<file path="config.mk">
export PLATFORM = sky130hd
export DESIGN_NAME = rr_mux_arbiter
export DESIGN_NICKNAME = d
export VERILOG_FILES = /design/src/rtl/arb_pkg.sv /design/src/rtl/n_bit4x1Multiplexer.sv /design/src/rtl/rr_priority_pick.sv /design/src/rtl/rr_mux_arbiter.sv
export SDC_FILE = /design/constraint.sdc
export NUM_CORES = 1
export LEC_CHECK = 0
export ABC_AREA = 1
export ABC_CLOCK_PERIOD_IN_PS = 5700
export BUFFER_PORTS_ARGS = -buffer_cell sky130_fd_sc_hd__buf_2
export CORE_MARGIN = 4
export CORE_UTILIZATION = 50
export DETAILED_ROUTE_END_ITERATION = 16
export PLACE_DENSITY_LB_ADDON = 0.25
export SLEW_MARGIN = 20
export SYNTH_ARGS = -nofsm -noshare
export SYNTH_HDL_FRONTEND = slang
export SYNTH_SLANG_ARGS = --single-unit
</file>
<file path="constraint.sdc">
create_clock -name CLK -period 5.7 [get_ports CLK]
set_input_delay 0.285 -clock CLK [delete_from_list [all_inputs] [get_ports CLK]]
set_output_delay 0.285 -clock CLK [all_outputs]
set_load 0.005 [all_outputs]
</file>
<file path="src/rtl/arb_pkg.sv">
// ---------------------------------------------------------------------------
// arb_pkg
// Shared constants and types for the round-robin mux arbiter.
//   NUM_REQ      : number of requesters (A..D)
//   IDX_W        : width of a requester index
//   LOCK_MAX_DEF : default consecutive-grant limit for locked requesters
//   arb_state_t  : arbiter state (IDLE = no word held, XFER = word held)
// ---------------------------------------------------------------------------
package arb_pkg;

   localparam int NUM_REQ      = 4;
   localparam int IDX_W        = 2;
   localparam int LOCK_MAX_DEF = 4;

   typedef enum logic [0:0] {
      ST_IDLE = 1'b0,
      ST_XFER = 1'b1
   } arb_state_t;

endpackage

</file>
<file path="src/rtl/n_bit4x1Multiplexer.sv">
// ---------------------------------------------------------------------------
// n_bit4x1Multiplexer
// Plain n-bit 4-to-1 multiplexer (shared datapath element).
//   A, B, C, D : n-bit data inputs
//   S          : 2-bit select (0=A, 1=B, 2=C, 3=D)
//   Y          : selected n-bit word (combinational)
// ---------------------------------------------------------------------------
module n_bit4x1Multiplexer #(
   parameter int n = 4
) (
   input  logic [n-1:0] A,
   input  logic [n-1:0] B,
   input  logic [n-1:0] C,
   input  logic [n-1:0] D,
   input  logic [1:0]   S,
   output logic [n-1:0] Y
);

   // Select one of the four words
   always_comb begin
      Y = A;
      case (S)
         2'd0:    Y = A;
         2'd1:    Y = B;
         2'd2:    Y = C;
         2'd3:    Y = D;
         default: Y = A;
      endcase
   end

endmodule

</file>
<file path="src/rtl/rr_priority_pick.sv">
// ---------------------------------------------------------------------------
// rr_priority_pick
// Combinational rotating-priority encoder. Scans i_req starting at bit
// i_ptr, then i_ptr+1, ... modulo 4, and reports the first set bit.
//   i_req   : 4-bit request vector
//   i_ptr   : index holding highest priority
//   o_found : at least one request set
//   o_idx   : index of the winning request (0 when none)
// ---------------------------------------------------------------------------
module rr_priority_pick
   import arb_pkg::*;
(
   input  logic [NUM_REQ-1:0] i_req,
   input  logic [IDX_W-1:0]   i_ptr,
   output logic               o_found,
   output logic [IDX_W-1:0]   o_idx
);

   logic [2*NUM_REQ-1:0] w_dbl;
   logic [NUM_REQ-1:0]   w_rot;
   logic [IDX_W-1:0]     w_off;

   // Rotate so that bit 0 of w_rot is the request at i_ptr
   assign w_dbl = {i_req, i_req} >> i_ptr;
   assign w_rot = w_dbl[NUM_REQ-1:0];

   // Fixed-priority encode of the rotated vector (lowest bit wins)
   always_comb begin
      o_found = 1'b1;
      w_off   = 2'd0;
      if (w_rot[0]) begin
         w_off = 2'd0;
      end else if (w_rot[1]) begin
         w_off = 2'd1;
      end else if (w_rot[2]) begin
         w_off = 2'd2;
      end else if (w_rot[3]) begin
         w_off = 2'd3;
      end else begin
         o_found = 1'b0;
         w_off   = 2'd0;
      end
   end

   // Undo the rotation; 2-bit add wraps D back to A
   assign o_idx = o_found ? (i_ptr + w_off) : 2'd0;

endmodule

</file>
<file path="src/rtl/rr_mux_arbiter.sv">
// ---------------------------------------------------------------------------
// rr_mux_arbiter
// Round-robin arbiter sharing one n-bit 4x1 mux between requesters A..D.
// The granted word is captured into Y and held under VALID/READY.
//   CLK   : rising-edge clock
//   RST   : synchronous active-high reset
//   REQ   : request, bit0=A .. bit3=D
//   A..D  : requester data
//   LOCK  : per-requester lock request (only when ARB_LOCK_EN is defined)
//   READY : downstream accepts Y when VALID & READY
//   Y     : registered selected word
//   VALID : Y holds an untransferred word
//   GNT   : one-cycle one-hot pulse for the requester whose word was captured
//   S     : registered index of the last granted requester
// Optional feature macro: ARB_LOCK_EN (lock with LOCK_MAX grant limit).
// ---------------------------------------------------------------------------
module rr_mux_arbiter
   import arb_pkg::*;
#(
   parameter int n = 4
`ifdef ARB_LOCK_EN
   ,
   parameter int LOCK_MAX = LOCK_MAX_DEF
`endif
) (
   input  logic               CLK,
   input  logic               RST,
   input  logic [NUM_REQ-1:0] REQ,
   input  logic [n-1:0]       A,
   input  logic [n-1:0]       B,
   input  logic [n-1:0]       C,
   input  logic [n-1:0]       D,
`ifdef ARB_LOCK_EN
   input  logic [NUM_REQ-1:0] LOCK,
`endif
   input  logic               READY,
   output logic [n-1:0]       Y,
   output logic               VALID,
   output logic [NUM_REQ-1:0] GNT,
   output logic [IDX_W-1:0]   S
);

   arb_state_t         r_state;
   logic [n-1:0]       r_y;
   logic [NUM_REQ-1:0] r_gnt;
   logic [IDX_W-1:0]   r_s;
   logic [IDX_W-1:0]   r_ptr;

   logic               w_opp;
   logic [NUM_REQ-1:0] w_eff;
   logic               w_found;
   logic [IDX_W-1:0]   w_idx;
   logic [n-1:0]       w_mux;

   // An arbitration happens whenever no word is held or the held one leaves now
   assign w_opp = (r_state == ST_IDLE) || READY;

`ifdef ARB_LOCK_EN
   localparam int CNT_W = $clog2(LOCK_MAX + 1);

   logic [CNT_W-1:0]   r_lock_cnt;
   logic               r_locked;
   logic [CNT_W-1:0]   w_cnt_next;
   logic               w_keep;

   // A locked requester keeps its priority, so it is not masked in its GNT cycle
   assign w_eff = REQ & ~(r_gnt & {NUM_REQ{~r_locked}});

   // Consecutive-grant count for the candidate grant
   assign w_cnt_next = ((r_lock_cnt != {CNT_W{1'b0}}) && (w_idx == r_s)) ?
                       (r_lock_cnt + {{(CNT_W-1){1'b0}}, 1'b1}) :
                       {{(CNT_W-1){1'b0}}, 1'b1};

   // Keep the pointer on k while locked and under the grant limit
   assign w_keep = LOCK[w_idx] && (w_cnt_next < CNT_W'(LOCK_MAX));

   // Lock bookkeeping: counter restarts on a forced release or a new requester
   always_ff @(posedge CLK) begin
      if (RST) begin
         r_lock_cnt <= {CNT_W{1'b0}};
         r_locked   <= 1'b0;
      end else if (w_opp && w_found) begin
         r_locked   <= w_keep;
         r_lock_cnt <= (w_cnt_next >= CNT_W'(LOCK_MAX)) ? {CNT_W{1'b0}} : w_cnt_next;
      end else begin
         r_lock_cnt <= r_lock_cnt;
         r_locked   <= r_locked;
      end
   end
`else
   // The requester just granted is ignored for one cycle
   assign w_eff = REQ & ~r_gnt;
`endif

   rr_priority_pick u_pick (
      .i_req   (w_eff),
      .i_ptr   (r_ptr),
      .o_found (w_found),
      .o_idx   (w_idx)
   );

   n_bit4x1Multiplexer #(.n(n)) u_mux (
      .A (A),
      .B (B),
      .C (C),
      .D (D),
      .S (w_idx),
      .Y (w_mux)
   );

   // Arbiter FSM with registered outputs
   always_ff @(posedge CLK) begin
      if (RST) begin
         r_state <= ST_IDLE;
         r_y     <= {n{1'b0}};
         r_gnt   <= {NUM_REQ{1'b0}};
         r_s     <= {IDX_W{1'b0}};
         r_ptr   <= {IDX_W{1'b0}};
      end else if (w_opp && w_found) begin
         r_state <= ST_XFER;
         r_y     <= w_mux;
         r_s     <= w_idx;
         r_gnt   <= 4'b0001 << w_idx;
`ifdef ARB_LOCK_EN
         r_ptr   <= w_keep ? w_idx : (w_idx + 2'd1);
`else
         r_ptr   <= w_idx + 2'd1;
`endif
      end else if (w_opp) begin
         // Nothing to grant: either stay idle or finish the held word
         r_state <= ST_IDLE;
         r_y     <= r_y;
         r_gnt   <= {NUM_REQ{1'b0}};
         r_s     <= r_s;
         r_ptr   <= r_ptr;
      end else begin
         // Backpressure: hold the word, grant pulse ends
         r_state <= r_state;
         r_y     <= r_y;
         r_gnt   <= {NUM_REQ{1'b0}};
         r_s     <= r_s;
         r_ptr   <= r_ptr;
      end
   end

   assign Y     = r_y;
   assign VALID = (r_state == ST_XFER);
   assign GNT   = r_gnt;
   assign S     = r_s;

endmodule
</file>
**Word level (Yosys, flattened, before mapping)**

Cells that the tools add are included.

- Add/sub/neg operators: 2
- Eq/ne operators: 3
- Shift-type cells: 2
- Muxes and demuxes: 12
- Bitwise operators: 4
- Reduce and logical (&&, ||, !) cells: 5

Operators by type and width:

| kind | number |
|---|---|
| $pmux 4 s4 | 1 |
| $mux 2 | 5 |
| $shr 8x2->4 | 1 |
| $mux 1 | 6 |
| $and 4x4->4 | 1 |
| $eq 2x2->1 const B | 2 |
| $not 4->4 | 1 |
| $shl 1x2->4 const A | 1 |
| $add 2x1->2 const B | 1 |
| $add 2x2->2 | 1 |
| $eq 2x1->1 const B | 1 |
| $logic_not 2->1 | 1 |
| $not 1->1 | 2 |
| $reduce_bool 2->1 | 1 |
| $reduce_or 2->1 | 1 |
| $logic_and 1x1->1 | 1 |
| $logic_or 1x1->1 | 1 |

- Bits in registers: 13
- Input port bits: 23
- Output and inout port bits: 11
- Logic and storage cells: 33

**Longest topological paths before layout**

Gate-level depths: netlist of run 1.

- Word-level depth: 11
- Mapped depth: 19
- Mapped depth without buffers: 18

**Hierarchy**

From an unflattened synthesis of run 1, not the netlist that was laid out.

- Cell total of the unflattened synthesis: 129
- Area, all modules: 847.1 µm²

Modules (own cells, without submodules):

| module | instances | cells an instance | area an instance (µm²) | sequential area each (µm²) |
|---|---|---|---|---|
| rr_mux_arbiter | 1 | 69 | 511.7 | 260.2 |
| rr_priority_pick | 1 | 35 | 193.9 | 0.0 |
| n_bit4x1Multiplexer | 1 | 25 | 141.4 | 0.0 |

**Worst setup path before layout of run 1**

Ideal clock, no wire load.

- Path type: reg2reg
- Start point: register r_ptr[0]
- End point: register r_y[0] (netlist: Y[0])
- Library setup time: 119 ps
- Data arrival time: 2300 ps
- Data required time: 5581 ps
- Setup slack: 3280 ps
- Cell stages (with the launch flop): 18
- Path buffers: 1
- Period minus slack after synthesis: 2420 ps
- Cells stage by stage: dfxtp_1 -> inv_2 -> nand3_2 -> nand2_1 -> o21ai_2 -> inv_1 -> nand2_1 -> a21boi_0 -> ha_1 -> inv_1 -> nor2_1 -> inv_1 -> ha_1 -> clkbuf_1 -> a221oi_1 -> nand2_1 -> nand2_1 -> a21oi_1

- Word-level cells in the longest chain between the ends: 9
- Elaborated cells on any way between the ends: 17
- Classes of those cells: 1 x add/sub; 3 x eq/ne; 1 x shift; 10 x mux; 2 x reduce/logical

Ends and longest elaborated chain:

| what | RTL line | text |
|---|---|---|
| start, declared | rr_mux_arbiter.sv:47 | `logic [IDX_W-1:0] r_ptr;` |
| start signal, assigned | rr_mux_arbiter.sv:118 | `r_ptr <= {IDX_W{1'b0}};` |
| start signal, assigned | rr_mux_arbiter.sv:127 | `r_ptr <= w_idx + 2'd1;` |
| start signal, assigned | rr_mux_arbiter.sv:135 | `r_ptr <= r_ptr;` |
| $shr 8x2->4 | rr_priority_pick.sv:24 | `assign w_dbl = {i_req, i_req} >> i_ptr;` |
| $mux 2 | rr_priority_pick.sv:37 | `end else if (w_rot[3]) begin` |
| $mux 2 | rr_priority_pick.sv:35 | `end else if (w_rot[2]) begin` |
| $mux 2 | rr_priority_pick.sv:33 | `end else if (w_rot[1]) begin` |
| $mux 2 | rr_priority_pick.sv:31 | `if (w_rot[0]) begin` |
| $add 2x2->2 | rr_priority_pick.sv:46 | `assign o_idx = o_found ? (i_ptr + w_off) : 2'd0;` |
| $mux 2 (*) | rr_priority_pick.sv:46 |  |
| net u_mux.S[0] | n_bit4x1Multiplexer.sv:15 | `input logic [1:0] S,` |
| $eq 2x2->1, or another cell as far along | n_bit4x1Multiplexer.sv:22 | `case (S)` |
| $pmux 4 s4 (*) | n_bit4x1Multiplexer.sv:22 |  |
| end signal, assigned | rr_mux_arbiter.sv:115 | `r_y <= {n{1'b0}};` |
| end signal, assigned | rr_mux_arbiter.sv:121 | `r_y <= w_mux;` |
| end signal, assigned | rr_mux_arbiter.sv:132 | `r_y <= r_y;` |
| end, declared | rr_mux_arbiter.sv:44 | `logic [n-1:0] r_y;` |

The timed path passes the listed nets; every way through them passes the cells marked *.
A chain may end at the register's enable or synchronous reset.

**Worst setup path in the final report of run 1**

- Start point: register r_ptr[0]
- End point: register r_y[1] (netlist: Y[1])

The elaborated chain is that of the path after synthesis.

==> results of run 1 <==
## where the power goes
group          total (mW)  internal (mW)  switching [mW]
sequential          0.153          0.129          0.0241
combinational       0.472          0.186           0.286
clock              0.0557         0.0260          0.0296
## state kept, by name, indices dropped and copies added, names as in the netlist
register / cells
VALID: 1
Y: 4
r_ptr: 2
S: 2
GNT: 4
## metrics by stage
step	instance area [µm²]	hold WS, ns	util [%]	setup WS (ns)
global placement	982	0.443	64.4	3.08
finish	1010	0.175	66.3	2.94
global route	1010	0.191	66.3	2.71
floorplan	812	0.354	-	3.28
detailed placement	982	0.457	64.4	3.00
CTS	1010	0.176	66.3	2.97
## placed cells by master (no fill, tap or decap), drive strengths merged
cell,Yosys,layout
a21boi,1,1
a21oi,7,7
a221oi,4,4
buf,1,33
clkbuf,1,3
clkinv,1,2
dfxtp,13,13
ha,4,4
inv,16,16
nand2,24,24
nand3,21,21
nor2,10,10
o21a,1,1
o21ai,8,8
xor2,1,1
## cells by family (layout without fill, tap and decap cells)
logic type	after synthesis	count (layout)	share of synthesized area [%]
AND/OR/NAND/NOR	55	55	33.3
AO/OA/AOI/OAI	21	21	17.7
buffers and inverters	19	54	9.71
flip-flops	13	13	32.0
adder cells (fa/ha/maj)	4	4	6.16
XOR/XNOR	1	1	1.08
## routing by layer
layer	routed length, µm	track usage (%)	vias up
met5	0	0	-
met4	20	8.29	0
met3	138	1.84	3
met2	937	27.8	38
met1	739	18.0	358
li1	-	-	445
## critical path: stages, from the launching register on
cell and delay [ns]:
dfxtp_1 0.44, inv_2 0.09, nand3_1 0.11, nand3_1 0.10, o21ai_2 0.09, inv_1 0.06, nand2_1 0.05, a21boi_0 0.08
ha_1 0.39, inv_1 0.06, nor2_1 0.24, inv_1 0.14, ha_1 0.27, a221oi_1 0.29, nand2_1 0.09, nand2_1 0.07
a21oi_1 0.06
## cell type report
cell class	instances	area, µm²
Fill cell	139	514
Clock buffer	3	22.5
Multi-Input combinational cell	81	473
Sequential cell	13	260
Clock inverter	1	5.00
Timing Repair Buffer	33	165
Inverter	17	63.8
Tap cell	16	20.0
## worst max-delay path by stage
stage	from	end	cells past startpoint
2_1_floorplan	r_ptr[0]	Y[0]	17
3_3_place_gp	r_ptr[0]	Y[1]	16
3_5_place_dp	r_ptr[0]	Y[1]	16
4_1_cts	r_ptr[0]	Y[1]	16
5_1_grt	r_ptr[0]	Y[1]	16
6_report	r_ptr[0]	Y[1]	16
==> qor.txt, run 1 <==
status: finished clean
r2r worst-path depth: 16
Mapped Nets: 140
via count: 844
placed cell count: 160
type of the worst setup path: reg2reg
Detailed Routing Iterations Pass 1: 4
leakage power: 0.539 nW
post-synth cell types: 23
worst rel slew slack: 71.5%
WL per Instance: 11.2 µm
die height: 48.3 µm
CTS H-tree lvls: 1
CP Max Fanout: 6
Reg clk slew, reported paths: 0.08 ns
hold-fix buffers at CTS: 0
worst hold path stage count: 2
dominant synthesized flop cell: dfxtp_1
root buffer cell: clkbuf_4
nature of the critical path endpoint: flip-flop
synth top area cells: dfxtp_1 32%, nand3_1 11%, nand2_1 8.8%
synthesized cell area: 812 µm²
Core Area: 1520 µm²
most frequent cells after synthesis: 19 x nand2_1, 18 x nand3_1, 14 x inv_1, 13 x dfxtp_1, 8 x nor2_1
Max Cap Viol: 0
num ports: 34
number of synthesized register bits: 13
DRC viols: 0
Post-synth EDFFs: 0
CTS tree: built
clk_lat worst skew: 0.28 ns
port bufs: 33
Required @ worst endpoint: 5.86 ns
via/cell ratio: 5.15
crit path launch type: flip-flop
worst r2r src: r_ptr[0]
FF-to-FF setup slack: 2.94 ns
Initial Util: 53.3%
via count of the first global-routing pass: 748
GRT Util Overall: 15.7%
Tcrit/Tclk final: 48.4%
worst hold start: RST
Core Rows: 14
R2R Path End: Y[1]
Worst Hold Endpoint: VALID
post-CTS resize count: 0
setup total negative slack: 0 ns
Die W: 48.3 µm
Hold Fails Final Rpt: 0
YS warnings: 0
fraction of layout cells with a size suffix above 1: 35.1%
unrepaired setup endpoints after global routing: false
# nets final: 176
1st-iter DRT viols: 26
CP arrival: 2.92 ns
worst hold path class: in2reg
Max Clock Freq: 0.362 GHz
post-CTS setup buffers: 0
Max IR drop VDD: 0.425 mV
global-route wire length before repair: 3050 µm
post-detail-place hpwl: 1480 µm
Max Transition Viols Final: 0
total wire length: 1840 µm
power after layout: 0.681 mW
CTS Buf Count: 3
Antenna Nets Post-Route: 0
Area growth syn-to-layout: 24.3%
cell accounting for the most synthesized area: dfxtp_1
initial antenna violation count: 0
Max clock buf depth: 2
share of the yosys chip area belonging to registers: 32.0%
share of the synthesized area in the top cell type: 32.0%
ANT cells: 0
async set or reset register ratio after synthesis: 0%
Slew @ Worst Pin: 0.427 ns
most common cell in the netlist: nand2_1
Cells after Synth: 113
Congestion Overflow GR: 0
final setup violating endpoints: 0
Sink Count: 13
syn avg cell area: 7.19 µm²
die area: 2330 µm²
non-filler cells, final: 164
minimum clock period: 2.76 ns
Pwr Density: 674 nW/µm²
GPL Wtd Cong: 0.747
Clock Skew: 0.00739 ns
largest net degree at the start of global routing: 17
No activity file was read; power rests on OpenSTA's default activity.
==> run 2: changes to the inputs <==
- ABC_AREA: 1 -> 0
- ABC_CLOCK_PERIOD_IN_PS: 5700 -> 2300
- CORE_UTILIZATION: 50 -> 42
- clock period: 5.7 -> 2.3 ns (I/O delays scaled with it)
==> qor.txt, run 2 <==
setup total negative slack: -1.28 ns (-1.28 ns)
compound-cell area share of the yosys netlist: 27.8% (+10 points)
Post-synth EDFFs: 0 (unchanged)
Crit path max-delay family: compound AO/OA/AOI/OAI gates
cell accounting for the most synthesized area: dfxtp_1
total wire length: 2620 µm (+43%)
GPL Wtd Cong: 0.825 (+10%)
status: complete, but fails checks
port bufs: 33 (unchanged)
# nets final: 178 (+1.1%)
number of synthesized register bits: 13 (unchanged)
post-detail-place hpwl: 1740 µm (+18%)
CP arrival: 2.80 ns (-0.12 ns)
pre-CTS setup slack: -0.339 ns (-3.34 ns)
Pwr Density: 1820 nW/µm² (+170%)
Sink Count: 13 (unchanged)
Hold Fails Final Rpt: 0 (unchanged)
post-synth cell types: 33 (+43%)
clk_lat worst skew: 0.28 ns (about the same)
type of the worst setup path: reg2reg
Crit path top cell by count: buf_4
async set or reset register ratio after synthesis: 0% (unchanged)
Post-Synth Adder-Cell Area: 5.87% (-0.29 points)
Initial Util: 43.9% (-9.4 points)
unrepaired setup endpoints after global routing: true
via count of the first global-routing pass: 880 (+18%)
CTS H-tree lvls: 1 (unchanged)
initial antenna violation count: 0 (unchanged)
worst r2r src: GNT[0]
via count: 943 (+12%)
failing checks: negative setup slack
worst hold start: READY
most frequent cells after synthesis: 13 x dfxtp_1, 8 x inv_1, 8 x nor2_1, 6 x a21oi_1
minimum clock period: 2.63 ns (-0.131 ns)
Post-Synth Simple-Gate Area: 21.1% (-12 points)
fraction of layout cells with a size suffix above 1: 55.3% (+20 points)
Core Area: 1940 µm² (+27%)
Largest stage delay, worst path: 0.33 ns (-0.11 ns)
synth top area cells: dfxtp_1 31%, ha_1 5.9%, mux2i_1 5.9%
fill count: 164 (+18%)
nature of the critical path endpoint: flip-flop
die height: 53.0 µm (+9.8%)
Area growth syn-to-layout: 56.1%
Post-Synth XOR/XNOR Area: 0% (-1.1 points)
Tcrit/Tclk final: 114% (+66 points)
Die W: 53.0 µm (+9.8%)
largest net degree at the start of global routing: 16 (-1)
Worst setup startpoint: GNT[0]
Required @ worst endpoint: 2.47 ns (-3.39 ns)
FF-to-FF setup slack: -0.33 ns (-3.27 ns)
Reg area: 263 µm² (+0.96%)
DRC viols: 0 (unchanged)
Antenna Nets Post-Route: 0 (unchanged)
non-filler cells, final: 177 (+7.9%)
commonest non-fill, non-tap cell in the layout: buf_2
WL per Instance: 14.8 µm (+32%)
worst hold path class: in2reg
CTS tree: built
placed cell count: 166 (+3.8%)
YS warnings: 0 (unchanged)
Cells after Synth: 97 (-14%)
Max Cap Viol: 0 (unchanged)
Congestion Overflow GR: 0 (unchanged)
main combinational cell family by area after synthesis: compound AO/OA/AOI/OAI gates
Core Rows: 16 (+2)
Mapped Nets: 124 (-11%)
Detailed Routing Iterations Pass 1: 4 (unchanged)
leakage power: 0.633 nW (+17%)
Crit path buffers/inverters: 3 (-1)
CP cell instances: and2b_4 > and2b_1 > a2111oi_4 > a31oi_1 > ha_2 > buf_6 > a31oi_4 > buf_4 > ha_4 > buf_4 > a21oi_1 > mux2i_1 > o32ai_1
dominant synthesized flop cell: dfxtp_1
1st-iter DRT viols: 15 (-42%)
num ports: 34 (unchanged)
syn avg cell area: 8.78 µm² (+22%)
Slowest cell on crit path: dfxtp_2
most common cell in the netlist: dfxtp_1
Slew @ Worst Pin: 0.677 ns (+0.251 ns)
share of the synthesized area in the top cell type: 30.5% (-1.5 points)
Clock Skew: 0.000635 ns (-0.00676 ns)
CP Max Fanout: 6 (unchanged)
post-synthesis mux area share: 5.87% (+5.9 points)
final setup violating endpoints: 4 (+4)
most frequent cells in the layout: 33 x buf_2, 20 x buf_4, 11 x dfxtp_1, 7 x nor2_1
Final WS setup: -0.330 ns (-3.27 ns)
die area: 2810 µm² (+21%)
Max clock buf depth: 2 (unchanged)
synthesized cell area: 852 µm² (+4.9%)
ANT cells: 0 (unchanged)
multi-input logic area: 639 µm² (+35%)
share of the yosys chip area belonging to registers: 30.5% (-1.5 points)
Reg clk slew, reported paths: 0.08 ns (about the same)
Max IR drop VDD: 1.22 mV (+190%)
worst rel slew slack: 54.7% (-17 points)
Max Transition Viols Final: 0 (unchanged)
CTS Buf Count: 3 (unchanged)
crit path launch type: flip-flop
GRT Util Overall: 19.0% (+3.3 points)
via/cell ratio: 5.33 (+3.5%)
global-route wire length before repair: 3930 µm (+29%)
Max Clock Freq: 0.380 GHz (+5.0%)
root buffer cell: clkbuf_4
-- run 2: area by class of cell --
class,instances,area share (%)
multi-input cells,70,48.1
repair buffers,55,25.4
flip-flops and latches,13,19.8
well taps,27,2.54
inverters,8,2.26
clock buffers,4,1.98
-- run 2: cells by family after synthesis --
kind of cell | after synthesis
fa+ha+maj | 4
simple gates | 30
mux | 5
buf+inv | 14
flops | 13
compound gates | 31
-- run 2: routing by layer --
| metal | track usage, % | routed length (µm) | vias to the layer above |
|---|---|---|---|
| met1 | 23.5 | 1130 | 429 |
| met2 | 32.0 | 1310 | 43 |
| met4 | 7.66 | 22 | 0 |
| met5 | 0 | 0 | - |
| li1 | - | - | 467 |
| met3 | 3.66 | 159 | 4 |
-- run 2: worst min-delay path: cells and delay by family --
family / cells / cell delay (ns)
simple gates: 1 / 0.10
buf+inv: 1 / 0.07
compound gates: 1 / 0.06
-- run 2: power breakdown --
part | total, mW | internal (mW) | switching (mW)
clock | 0.150 | 0.0674 | 0.0826
combinational | 1.89 | 0.970 | 0.925
sequential | 0.371 | 0.320 | 0.0513
total | 2.42 | 1.36 | 1.06
-- run 2: worst paths after layout --
path,cells after the start,end
setup / recovery,13,Y[2]
hold / removal,3,VALID
setup reg to reg,13,Y[2]
hold reg to reg,2,S[0]
-- run 2: through the flow --
step	hold WS, ns	total power [mW]	util [%]	instance area, µm²
2_1_floorplan	0.267	1.43	-	911
4_1_cts	0.102	2.18	65.6	1270
3_3_place_gp	0.398	1.75	60.1	1170
6_report	0.111	2.42	68.5	1330
5_1_grt	0.130	2.59	68.5	1330
3_5_place_dp	0.406	1.79	60.1	1170
-- run 2: timing repair --
| item | 4_1_cts | 5_1_grt |
|---|---|---|
| hold buffers | 0 | 0 |
| setup endpoints to repair | 5 | 6 |
| pin swaps | 5 | 12 |
| gates resized for setup | 13 | 6 |
| buffers inserted | 3 | 4 |
==> run 3: changes to the inputs <==
- MAX_ROUTING_LAYER: unset -> met4
==> qor.txt, run 3 (synthesis gave the netlist of run 2 again) <==
status: complete, but fails checks
failing checks: negative setup slack
Final WS setup: -0.323 ns (+0.00666 ns)
CTS tree: built
largest net degree at the start of global routing: 16 (unchanged)
Slew @ Worst Pin: 0.678 ns (+0.000418 ns)
port bufs: 33 (unchanged)
FF-to-FF setup slack: -0.32 ns (about the same)
# nets final: 178 (unchanged)
via/cell ratio: 5.32 (-0.21%)
worst rel slew slack: 54.6% (about the same)
Sink Count: 13 (unchanged)
leakage power: 0.633 nW (unchanged)
die area: 2810 µm² (unchanged)
final setup violating endpoints: 4 (unchanged)
Die W: 53.0 µm (unchanged)
Max IR drop VDD: 1.22 mV (about the same)
Core Rows: 16 (unchanged)
Antenna Nets Post-Route: 0 (unchanged)
Clock Skew: 0.000391 ns (-0.000244 ns)
Area growth syn-to-layout: 56.1% (unchanged)
minimum clock period: 2.62 ns (-0.00666 ns)
most frequent cells in the layout: 33 x buf_2, 20 x buf_4, 11 x dfxtp_1, 7 x nor2_1
worst hold path stage count: 3 (unchanged)
Reg clk slew, reported paths: 0.08 ns (about the same)
Detailed Routing Iterations Pass 1: 4 (unchanged)
via count: 941 (-0.21%)
CP cell instances: and2b_4 > and2b_1 > a2111oi_4 > a31oi_1 > ha_2 > buf_6 > a31oi_4 > buf_4 > ha_4 > buf_4 > a21oi_1 > mux2i_1 > o32ai_1
worst r2r src: GNT[0]
num ports: 34 (unchanged)
fill count: 164 (unchanged)
Crit path buffers/inverters: 3 (unchanged)
root buffer cell: clkbuf_4
ANT cells: 0 (unchanged)
Max Clock Freq: 0.381 GHz (+0.25%)
Worst Hold Endpoint: VALID
CTS Buf Count: 3 (unchanged)
GPL Wtd Cong: 0.837 (+1.5%)
Hold Fails Final Rpt: 0 (unchanged)
Initial Util: 43.9% (unchanged)
global-route wire length before repair: 3930 µm (+0.18%)
fraction of layout cells with a size suffix above 1: 55.3% (unchanged)
commonest non-fill, non-tap cell in the layout: buf_2
Largest stage delay, worst path: 0.33 ns (about the same)
power after layout: 2.41 mW (about the same)
Reg area: 263 µm² (unchanged)
worst hold path class: in2reg
Core Area: 1940 µm² (unchanged)
nature of the critical path endpoint: flip-flop
Tcrit/Tclk final: 114% (-0.29 points)
Crit path top cell by count: buf_4
GRT Util Overall: 19.5% (+0.48 points)
pre-CTS setup slack: -0.339 ns (unchanged)
worst hold start: READY
Crit path max-delay family: compound AO/OA/AOI/OAI gates
Max Cap Viol: 0 (unchanged)
CP arrival: 2.79 ns (about the same)
type of the worst setup path: reg2reg
Required @ worst endpoint: 2.47 ns (about the same)
Max clock buf depth: 2 (unchanged)
multi-input logic area: 639 µm² (unchanged)
CP Max Fanout: 6 (unchanged)
die height: 53.0 µm (unchanged)
r2r worst-path depth: 13 (unchanged)
total wire length: 2610 µm (-0.31%)
initial antenna violation count: 0 (unchanged)
hold-fix buffers at CTS: 0 (unchanged)
R2R Path End: Y[2]
post-detail-place hpwl: 1740 µm (unchanged)
WL per Instance: 14.8 µm (-0.31%)
via count of the first global-routing pass: 879 (-0.11%)
Max Transition Viols Final: 0 (unchanged)
CTS H-tree lvls: 1 (unchanged)
1st-iter DRT viols: 14 (-1)
Pwr Density: 1820 nW/µm² (about the same)
clk_lat worst skew: 0.28 ns (about the same)
Congestion Overflow GR: 0 (unchanged)
crit path launch type: flip-flop
Slowest cell on crit path: dfxtp_2
DRC viols: 0 (unchanged)
unrepaired setup endpoints after global routing: true
==> run 3: tightest hold or removal path: stages <==
cell and delay [ns]:
buf_2 0.07, nand2b_1 0.10, a21oi_1 0.06
==> run 3: power by group <==
part	switching (mW)	internal, mW	leakage, nW
sequential	0.0512	0.320	0.108
clock	0.0824	0.0674	0.0150
combinational	0.924	0.970	0.509
total	1.06	1.36	0.633
==> run 3: how the worst max path moves through the flow <==
stage          startpoint    to  slack [ns]  cells after the start
3_5_place_dp       GNT[0]  Y[0]       -0.34                     14
5_1_grt            GNT[0]  Y[0]       -0.48                     13
4_1_cts            GNT[0]  Y[0]       -0.29                     13
2_1_floorplan      GNT[3]  Y[0]       -0.24                     14
6_report           GNT[0]  Y[2]       -0.32                     13
3_3_place_gp       GNT[0]  Y[0]       -0.29                     14
==> run 3: cell type report <==
class	instances	area share (%)
clock buffer	4	1.98
inverter	8	2.26
multi-input combinational	70	48.1
sequential	13	19.8
tap	27	2.54
timing repair buffer	55	25.4
==> run 3: layer usage <==
metal | up-vias | GRT usage (%) | share of wire, %
met5 | - | - | 0
met4 | 0 | 7.66 | 1.5
met3 | 6 | 3.66 | 5.8
met2 | 41 | 32.0 | 49
met1 | 427 | 23.5 | 43
li1 | 467 | - | -
==> run 3: through the flow <==
stage / TNS, ns / utilization (%) / hold slack (ns) / area, µm² / cells
floorplan: -0.959 / - / 0.267 / 911 / 97
global placement: -1.06 / 60.1 / 0.398 / 1170 / 166
detailed placement: -1.38 / 60.1 / 0.406 / 1170 / 166
CTS: -1.09 / 65.6 / 0.102 / 1270 / 173
global route: -2.07 / 68.5 / 0.130 / 1330 / 177
finish: -1.26 / 68.5 / 0.112 / 1330 / 177
==> run 3: what timing repair did <==
| item | CTS | global route |
|---|---|---|
| gates cloned | 0 | 0 |
| pin swaps | 5 | 12 |
| resized for setup | 13 | 6 |
| setup endpoints to repair | 5 | 6 |
| buffers inserted | 3 | 4 |
